===== config.mk =====
export PLATFORM = sky130hd
export DESIGN_NAME = data_mem_arbiter
export DESIGN_NICKNAME = d
export VERILOG_FILES = /design/src/rtl/data_mem_arbiter.sv
export SDC_FILE = /design/constraint.sdc
export NUM_CORES = 1
export LEC_CHECK = 0
export CAP_MARGIN = 30
export CORE_AREA = 10 10 108 110
export CTS_CLUSTER_DIAMETER = 150
export DETAILED_ROUTE_END_ITERATION = 12
export DIE_AREA = 0 0 118 120
export DONT_BUFFER_PORTS = 1
export PLACE_DENSITY_LB_ADDON = 0.15
export RECOVER_POWER = 50
export SYNTH_ARGS = -nofsm -noshare
export SYNTH_HDL_FRONTEND = slang
export SYNTH_SLANG_ARGS = --single-unit
export TNS_END_PERCENT = 30

===== constraint.sdc =====
create_clock -name clk -period 2.79 [get_ports clk]
set_clock_uncertainty 0.2 [all_clocks]
set_input_delay 0.4185 -clock clk [delete_from_list [all_inputs] [get_ports clk]]
set_output_delay 0.4185 -clock clk [all_outputs]
set_load 0.01 [all_outputs]

===== src/rtl/data_mem_arbiter.sv =====
// Two-master round-robin arbiter in front of the single-port word data memory.
// Optional statistics counters are enabled with the DATA_MEM_ARB_STATS_EN macro.
module data_mem_arbiter #(
    parameter int unsigned ADDR_W   = 32,
    parameter int unsigned DATA_W   = 32,
    parameter int unsigned MAX_HOLD = 4
) (
    input  logic              clk,
    input  logic              rst,
    input  logic              req0,
    input  logic              we0,
    input  logic [ADDR_W-1:0] addr0,
    input  logic [DATA_W-1:0] wdata0,
    output logic [DATA_W-1:0] rdata0,
    output logic              ack0,
    input  logic              req1,
    input  logic              we1,
    input  logic [ADDR_W-1:0] addr1,
    input  logic [DATA_W-1:0] wdata1,
    output logic [DATA_W-1:0] rdata1,
    output logic              ack1,
    output logic              memWrite,
    output logic [ADDR_W-1:0] addr,
    output logic [DATA_W-1:0] writeData,
    input  logic [DATA_W-1:0] readData
`ifdef DATA_MEM_ARB_STATS_EN
    ,
    output logic [15:0]       waitCnt0,
    output logic [15:0]       waitCnt1,
    output logic [15:0]       grantSwitches
`endif
);

    localparam int unsigned HOLD_W = 4;
    localparam int unsigned STAT_W = 16;

    localparam logic [1:0] IDLE = 2'd0;
    localparam logic [1:0] OWN0 = 2'd1;
    localparam logic [1:0] OWN1 = 2'd2;

    logic [1:0]        state, state_n;
    logic              last_owner, last_owner_n;
    logic [HOLD_W-1:0] hold_cnt, hold_cnt_n;
    logic [HOLD_W:0]   hold_nxt;
    logic              own1, own_req, oth_req;
    logic [1:0]        oth_state;

    // State register
    always_ff @(posedge clk or negedge rst) begin
        if (!rst) begin
            state      <= IDLE;
            last_owner <= 1'b1;
            hold_cnt   <= '0;
        end else begin
            state      <= state_n;
            last_owner <= last_owner_n;
            hold_cnt   <= hold_cnt_n;
        end
    end

    // Grant decision and access routing
    always_comb begin
        state_n      = state;
        last_owner_n = last_owner;
        hold_cnt_n   = hold_cnt;
        hold_nxt     = (HOLD_W+1)'(hold_cnt) + (HOLD_W+1)'(1);
        own1         = 1'b0;
        own_req      = 1'b0;
        oth_req      = 1'b0;
        oth_state    = IDLE;
        ack0         = 1'b0;
        ack1         = 1'b0;
        rdata0       = '0;
        rdata1       = '0;
        memWrite     = 1'b0;
        addr         = '0;
        writeData    = '0;

        case (state)
            IDLE: begin
                if (req0 && req1) begin
                    state_n = last_owner ? OWN0 : OWN1;
                end else if (req0) begin
                    state_n = OWN0;
                end else if (req1) begin
                    state_n = OWN1;
                end
            end
            OWN0, OWN1: begin
                own1      = (state == OWN1);
                own_req   = own1 ? req1 : req0;
                oth_req   = own1 ? req0 : req1;
                oth_state = own1 ? OWN0 : OWN1;
                if (own_req) begin
                    if (own1) begin
                        ack1      = 1'b1;
                        addr      = addr1;
                        memWrite  = we1;
                        writeData = wdata1;
                        rdata1    = readData;
                    end else begin
                        ack0      = 1'b1;
                        addr      = addr0;
                        memWrite  = we0;
                        writeData = wdata0;
                        rdata0    = readData;
                    end
                    // Hold counter keeps counting while uncontended so a late rival is not starved
                    if (!oth_req) begin
                        hold_cnt_n = (hold_nxt >= (HOLD_W+1)'(MAX_HOLD)) ? HOLD_W'(MAX_HOLD)
                                                                          : hold_nxt[HOLD_W-1:0];
                    end else if (hold_nxt < (HOLD_W+1)'(MAX_HOLD)) begin
                        hold_cnt_n = hold_nxt[HOLD_W-1:0];
                    end else begin
                        state_n      = oth_state;
                        hold_cnt_n   = '0;
                        last_owner_n = own1;
                    end
                end else if (oth_req) begin
                    state_n      = oth_state;
                    hold_cnt_n   = '0;
                    last_owner_n = own1;
                end else begin
                    state_n      = IDLE;
                    hold_cnt_n   = '0;
                    last_owner_n = own1;
                end
            end
            default: begin
                state_n = IDLE;
            end
        endcase
    end

`ifdef DATA_MEM_ARB_STATS_EN
    localparam logic [STAT_W-1:0] STAT_MAX = '1;

    logic owner_swap;
    assign owner_swap = ((state == OWN0) && (state_n == OWN1)) ||
                        ((state == OWN1) && (state_n == OWN0));

    // Saturating wait and owner-switch counters
    always_ff @(posedge clk or negedge rst) begin
        if (!rst) begin
            waitCnt0      <= '0;
            waitCnt1      <= '0;
            grantSwitches <= '0;
        end else begin
            if (req0 && !ack0 && (waitCnt0 != STAT_MAX)) begin
                waitCnt0 <= waitCnt0 + STAT_W'(1);
            end
            if (req1 && !ack1 && (waitCnt1 != STAT_MAX)) begin
                waitCnt1 <= waitCnt1 + STAT_W'(1);
            end
            if (owner_swap && (grantSwitches != STAT_MAX)) begin
                grantSwitches <= grantSwitches + STAT_W'(1);
            end
        end
    end
`endif

endmodule

Yosys cells after proc, flatten, opt, wreduce, memory -nomap -nowiden
Index checks and enable logic that the tools add are counted.
W data, S select, Z words.
- bits in registers: 7
- input port bits: 166
- output and inout bits: 131
- word-level logic and storage cells: 58
- $add $sub $neg: 1
- $lt $le $gt $ge: 2
- equal/unequal tests: 7
- mux-type cells: 40
- reductions and logical operators: 5
- operators with widths (cell ; count):
    $mux W32 ; 12
    $mux W2 ; 9
    $mux W4 ; 4
    $mux W1 ; 14
    $ne A3 B3 Y1 const B ; 2
    $reduce_and A3 Y1 ; 2
    $add A4 B1 Y5 const B ; 1
    $ge A5 B3 Y1 const B ; 1
    $lt A5 B3 Y1 const B ; 1
    $ne A4 B4 Y1 const B ; 1
    $pmux W2 S2 ; 1
    $eq A2 B1 Y1 const B ; 1
    $eq A2 B2 Y1 const B ; 1
    $logic_not A2 Y1 ; 1
    $ne A2 B1 Y1 const B ; 1
    $ne A2 B2 Y1 const B ; 1
    $reduce_or A2 Y1 ; 1
    $logic_and A1 B1 Y1 ; 1

Depth between registers and ports, before layout
Gate-level depths: netlist of run 1.
- depth in word-level cells: 6
- depth in mapped cells: 7
- mapped depth without buffers: 7

Least setup slack after synthesis of run 1
Ideal clock, no wire load.
- kind: flip-flop to output port
- from: reg state[0]
- to: out addr[10]
- arrival: 1.554 ns
- data required time: 2.172 ns
- slack: 0.618 ns
- stages on the path, launching flop included: 8
- cells stage by stage: dfrtp_1 inv_1 ha_1 nand2b_1 nor2_2 buf_4 buf_2 a22o_1
- longest elaborated chain between the ends: 4
- elaborated cells between the ends (all ways): 7
- RTL lines (what ; RTL line ; source):
    start, declared ; 41 ; logic [1:0] state, state_n;
    start signal, assigned ; 55 ; state <= state_n;
    $eq A2 B2 Y1 ; 79, 90 ;
    $mux W32 or $mux W1 (tied branches) ; 95, 91 ;
    $mux W32 ; 94 ; if (own_req) begin
    $mux W32 (*) ; 79 ; case (state)
    end, declared ; 23 ; output logic [ADDR_W-1:0] addr,
Mark *: on every way between the ends. The rest lies on a longest branch, timed or not.

Final worst setup path of run 1
- from: reg state[1]
- to: out writeData[16]
- longest elaborated chain between the ends: 4
- elaborated cells between the ends (all ways): 7
- RTL lines (what ; RTL line ; source):
    $eq A2 B2 Y1 ; 79, 90 ;
    $mux W32 or $mux W1 (tied branches) ; 95, 91 ;
    $mux W32 ; 94 ;
    $mux W32 (*) ; 79 ;
    end, declared ; 24 ; output logic [DATA_W-1:0] writeData,
Marks and branches as above.

==> results of run 1 <==
-- sequential cells by signal, summed over array words and instances (netlist names) --
| register | flops |
|---|---|
| hold_cnt | 4 |
| state | 2 |
| last_owner | 1 |
-- cells by family after synthesis --
group / synth area share [%]
AOI/OAI and AO/OA: 44.0
buffers and inverters: 8.44
adders and majority gates: 3.87
and+or+nand+nor: 32.1
DFF: 10.9
muxes: 0.697
-- metrics by stage --
| stage | power, mW | setup slack [ps] | util (%) | area (um2) | hold slack, ps |
|---|---|---|---|---|---|
| after floorplan | 1.57 | 618 | - | 1620 | -77.1 |
| after global placement | 1.93 | 331 | 18.4 | 1750 | -76.8 |
| after detailed placement | 1.92 | 304 | 18.4 | 1750 | -76.7 |
| after CTS | 2.07 | 61.9 | 18.9 | 1810 | 193 |
| after global routing | 2.17 | 52.1 | 18.8 | 1790 | 198 |
| final | 2.01 | 183 | 18.8 | 1790 | 199 |
-- area by class of cell --
cell class / instances / area, um2
clock inverter: 1 / 5.00
tap: 133 / 166
fill: 1080 / 7750
timing repair buffer: 5 / 77.6
inverter: 9 / 33.8
multi-input combinational: 174 / 1290
clock buffer: 3 / 41.3
sequential: 7 / 176
-- repair_timing --
item                                    in CTS  in global routing
endpoints found under the setup margin       0                  8
hold buffers                                 1                  0
endpoints found under the hold margin        7                  0
resized for setup                            0                  1
-- synth_stat cells, types with 2 or more instances --
library cell	n	area share (%)
nand2b_1	3	1.2
o21ai_0	4	1.2
dfrtp_1	6	9.3
ha_1	5	3.9
buf_4	2	0.93
nor2_1	4	0.93
inv_1	8	1.9
and2_1	65	25
nand3_1	3	0.93
a22o_1	65	35
a21oi_1	2	0.62
nand2_1	5	1.2
clkbuf_1	5	1.2
buf_2	13	4.0
-- worst max-delay path by stage --
| stage | from | endpoint |
|---|---|---|
| after floorplan | state[0] | addr[10] |
| after global routing | state[1] | writeData[17] |
| after CTS | state[1] | writeData[20] |
| after global placement | state[1] | writeData[20] |
| final | state[1] | writeData[16] |
| after detailed placement | state[1] | writeData[20] |
-- routing by layer --
metal | global-route usage [%] | wire [um] | share of wire, % | up-vias
met1 | 12.4 | 3570 | 37 | 839
met4 | 1.39 | 20 | 0.21 | 0
met5 | 0 | 0 | 0 | -
met2 | 21.3 | 5190 | 53 | 142
met3 | 4.03 | 975 | 10 | 4
li1 | - | - | - | 741
-- where the power goes --
part	switching (mW)	internal [mW]
logic	1.11	0.583
registers	0.0369	0.142
clock network	0.0415	0.0964
total	1.19	0.821
==> reports/metrics.cfg, run 1 <==
[timing]
slew_headroom_pct = 72.6
setup_viol = 0
min_period_over_period_pct = 93.4
worst_slew_pin_slew_ps = 411
rsz0062_at_grt = no
hold_viol = 0
finalSetupTns_ps = 0
period_minus_slack_ps = 2610
slew_viol_final = 0
max_freq_ghz = 0.384

[synthesis]
ys_types = 35
synth_edf_count = 0
syn_area_um2 = 1620
async_flop_share_pct = 100
syn_inst = 211
synth_seq_cells = 7
yosys_warnings = 0
seq_area_frac_synth_pct = 10.9
synth_nets = 382
syn_avg_cell_area_um2 = 7.66
ys.flop_type = dfrtp_1

[setup_path]
critPathCaptureType = primary output
crit_slowest_cell = ha_2
cpPeakStageDelay_ps = 440
start_kind = flop
required_ps = 2170
regToRegStartpoint = state[0]
cp_max_fo = 70
critPathBufInv = 2
r2r_setup_slack_ps = 440
arrival_ps = 1990
reg2regPathDepth = 7
r2r_end = state[1]
crit_chain = inv_1, ha_2, nand2b_1, nor2_4, buf_12, a22o_1
cpLargestDelayFamily = adder cells
worst-path-stages = 6
path_class = flop to primary output

[worst_hold_path]
whs_endpoint = last_owner
worstHoldPathCells = 2
hp-start = req0
hold_path_class = input pin to flop

[pwr]
p_leak_nw = 0.672
power_density_nw_per_um2 = 1120
peakVddDrop_uv = 314

[floorplan]
fp.dieW_um = 118
core_area_um2 = 9550
die_h_um = 120
row_count = 36
design.die.area_um2 = 14200
start_util_pct = 16.9
ios = 297

[global_route]
grt_overflow = 0
grt_start_max_net_pins = 71
global_route.usage.total_pct = 11.4
grt_pass1_vias = 1780
antenna_found_initial = 0
grt_pass1_wl_um = 13200

[job]
drv_cap = 0

[drt]
routed_via_density = 5.20
drtPass1Iterations = 4
drc = 0
dr.first_iter.drc_count = 85
wl_per_cell_um = 29.4
wirelength_um = 9750
num_vias = 1726
antenna_left = 0

[final_layout]
layout_commonest_cell = a22o_1
drive_gt1_share_pct = 7.54
antennaDiodeCount = 0
syn2layout_area_growth_pct = 11.0
final_cell_mix = a22o_1, and2_0, and2_1
nets = 371
final_cells = 332

[clock_tree]
cts_buffer_depth = 2
clock_sinks = 7
cts_tree = done
cts-buffers-inserted = 3
cts_max_level = 1
cts.clk_slew.worst_paths_ps = 40
cts-root-buf = clkbuf_8
cts_setup_buffers = 0
clk_latency_ps = 220

[placed_design]
dpl.cell_count = 327
place_congestion = 0.780
hpwl_um = 8590
io_buffers = 0

[outcome]
status = finished clean

No activity file was read; power rests on OpenSTA's default activity.
==> inputs of run 2 (changes only) <==
--- a/config.mk
+++ b/config.mk
@@ -5,11 +5,12 @@
 export SDC_FILE = /design/constraint.sdc
 export NUM_CORES = 1
 export LEC_CHECK = 0
+export ABC_AREA = 1
 export CAP_MARGIN = 30
-export CORE_AREA = 10 10 108 110
+export CORE_AREA = 2 2 117 119
 export CTS_CLUSTER_DIAMETER = 150
 export DETAILED_ROUTE_END_ITERATION = 12
-export DIE_AREA = 0 0 118 120
+export DIE_AREA = 0 0 119 121
 export DONT_BUFFER_PORTS = 1
 export PLACE_DENSITY_LB_ADDON = 0.15
 export RECOVER_POWER = 50
==> run 2 against run 1 <==
Compared with the run above: global-route usage decreased by 2.8 points; combinational power is 18% lower; critical endpoint is now writeData[22]; register-to-register slack better by 380 ps; synthesized cell count up 20%; largest cell class unchanged; setup slack improved by 59 ps; utilization fell by 4.9 points; sequential share of layout area fell by 0.10 points; sequential power shrank 4%; via count is 4.3% higher; fmax rose by 2.3%.
==> reports/metrics.cfg, run 2 <==
[clock_tree]
cts_max_level = 1
cts_setup_buffers = 0
cts-root-buf = clkbuf_16
cts-buffers-inserted = 3
clock_sinks = 7
clk_latency_ps = 230
cts.clk_slew.worst_paths_ps = 30
cts-resized-gates = 0
cts_buffer_depth = 2
ctsHoldBuffers = 1
cts_tree = done

[synthesis]
synth_top_cells_by_count = nor2_1, a22o_1, inv_1
yosys_warnings = 0
synth_nets = 424
synth_top_area_share_pct = 34.7
async_flop_share_pct = 100
synth_seq_cells = 7
syn_area_um2 = 1640
synth_edf_count = 0
ys.flop_type = dfrtp_1
syn_avg_cell_area_um2 = 6.49
ys_types = 23
seq_area_frac_synth_pct = 10.7
syn_inst = 253
synth_top_area_cell = a22o_1
post_synth_main_area_contributors = a22o_1, nor2_1, inv_1, dfrtp_1, buf_6
synth_most_common_cell = nor2_1

[final_layout]
antennaDiodeCount = 0
syn2layout_area_growth_pct = 10.4
layout_commonest_cell = nor2_1
nets = 413
regMostFlops = hold_cnt
largest_registers = hold_cnt: 4 flops, state: 2 flops, last_owner: 1 flops
largest_register_ffs = 4
drive_gt1_share_pct = 6.64
fin_area_um2 = 1810
final_cells = 417
final_cell_mix = nor2_1, a22o_1, inv_1

[timing]
min_period_over_period_pct = 91.3
worst_slew_pin_slew_ps = 375
slew_headroom_pct = 75.0
worst_slack_ps = 242
slew_viol_final = 0
period_minus_slack_ps = 2550
max_freq_ghz = 0.392
rsz0062_at_grt = no
finalSetupTns_ps = 0
hold_viol = 0
setup_viol = 0

[floorplan]
start_util_pct = 12.6
fp.dieW_um = 119
core_area_um2 = 13100
die_h_um = 121
design.die.area_um2 = 14400
ios = 297
row_count = 42

[drt]
antenna_left = 0
drc = 0
num_vias = 1801
routed_via_density = 4.32
wirelength_um = 7520
dr.first_iter.drc_count = 65
drtPass1Iterations = 4
wl_per_cell_um = 18.0

[setup_path]
r2r_end = state[1]
start_kind = flop
cp_max_fo = 66
reg2regPathDepth = 8
path_class = flop to primary output
required_ps = 2170
regToRegStartpoint = state[0]
r2r_setup_slack_ps = 820
arrival_ps = 1930
critPathCaptureType = primary output

[job]
drv_cap = 0

[global_route]
grt_pass1_vias = 1540
global_route.usage.total_pct = 8.56
grt_overflow = 0
grt_start_max_net_pins = 67
antenna_found_initial = 0
grt_pass1_wl_um = 9400

[pwr]
p_comb_share_pct = 77.4
peakVddDrop_uv = 272
switching_power_mw = 1.04
p_int_uw = 765
sequentialPowerShare_pct = 9.5
p_leak_nw = 0.895
power_density_nw_per_um2 = 993
swShare_pct = 57.5
p_clk_share_pct = 13.2

[worst_hold_path]
hold_path_class = flop to flop
hp-start = last_owner
whs_endpoint = last_owner
worstHoldPathCells = 2

[placed_design]
hpwl_um = 6340
io_buffers = 0
dpl.cell_count = 412
placed_area_um2 = 1740
place_congestion = 0.727
dp_slack_ps = 499

[outcome]
status = finished clean

-- run 2: metal layers --
layer  vias to the layer above  global-route usage (%)  routed length [um]
met5                         -                       0                   0
met4                         0                    1.79                  27
met3                         2                    1.36                 544
met2                       135                    15.8                4060
met1                       840                    10.4                2880
li1                        824                       -                   -
-- run 2: power by group through the flow --
stage	combinational [mW]	sequential, mW	clock [mW]
final	1.39	0.171	0.237
after global routing	1.52	0.177	0.250
after CTS	1.45	0.171	0.243
after detailed placement	1.44	0.171	0
after global placement	1.44	0.172	0
after floorplan	1.30	0.164	0
-- run 2: critical path: stages (launching register included) --
cell	delay [ps]
dfrtp_1	380
inv_1	60
ha_1	330
buf_4	180
nand2_1	90
inv_2	70
buf_12	260
a22o_1	310
-- run 2: how the worst max path moves through the flow --
stage	from	to	slack, ps	cells after the start
detailed placement	state[0]	writeData[23]	500	7
finish	state[1]	writeData[22]	240	7
floorplan	state[0]	addr[0]	690	8
global route	state[1]	writeData[20]	100	7
global placement	state[1]	writeData[28]	510	7
CTS	state[1]	writeData[23]	250	7
-- run 2: cell type report --
class	count	area [um2]
well taps	176	220
fillers	1516	11300
multi-input cells	180	1100
clock buffers	4	78.8
inverters	44	165
flip-flops and latches	7	176
repair buffers	6	72.6
-- run 2: kinds of logic after synthesis --
| group | Yosys count | synth area share [%] |
|---|---|---|
| AND/OR/NAND/NOR | 102 | 26.8 |
| AO/OA/AOI/OAI | 73 | 37.1 |
| buffers and inverters | 66 | 21.6 |
| flip-flops | 7 | 10.7 |
| adder cells (fa/ha/maj) | 5 | 3.81 |
-- run 2: metrics by stage --
step | hold slack (ps) | util (%) | total power, mW
5_1_grt | 315 | 13.9 | 1.95
2_1_floorplan | -77.1 | - | 1.46
3_3_place_gp | -76.9 | 13.3 | 1.62
4_1_cts | 281 | 14.0 | 1.87
3_5_place_dp | -76.9 | 13.3 | 1.61
6_report | 280 | 13.9 | 1.80
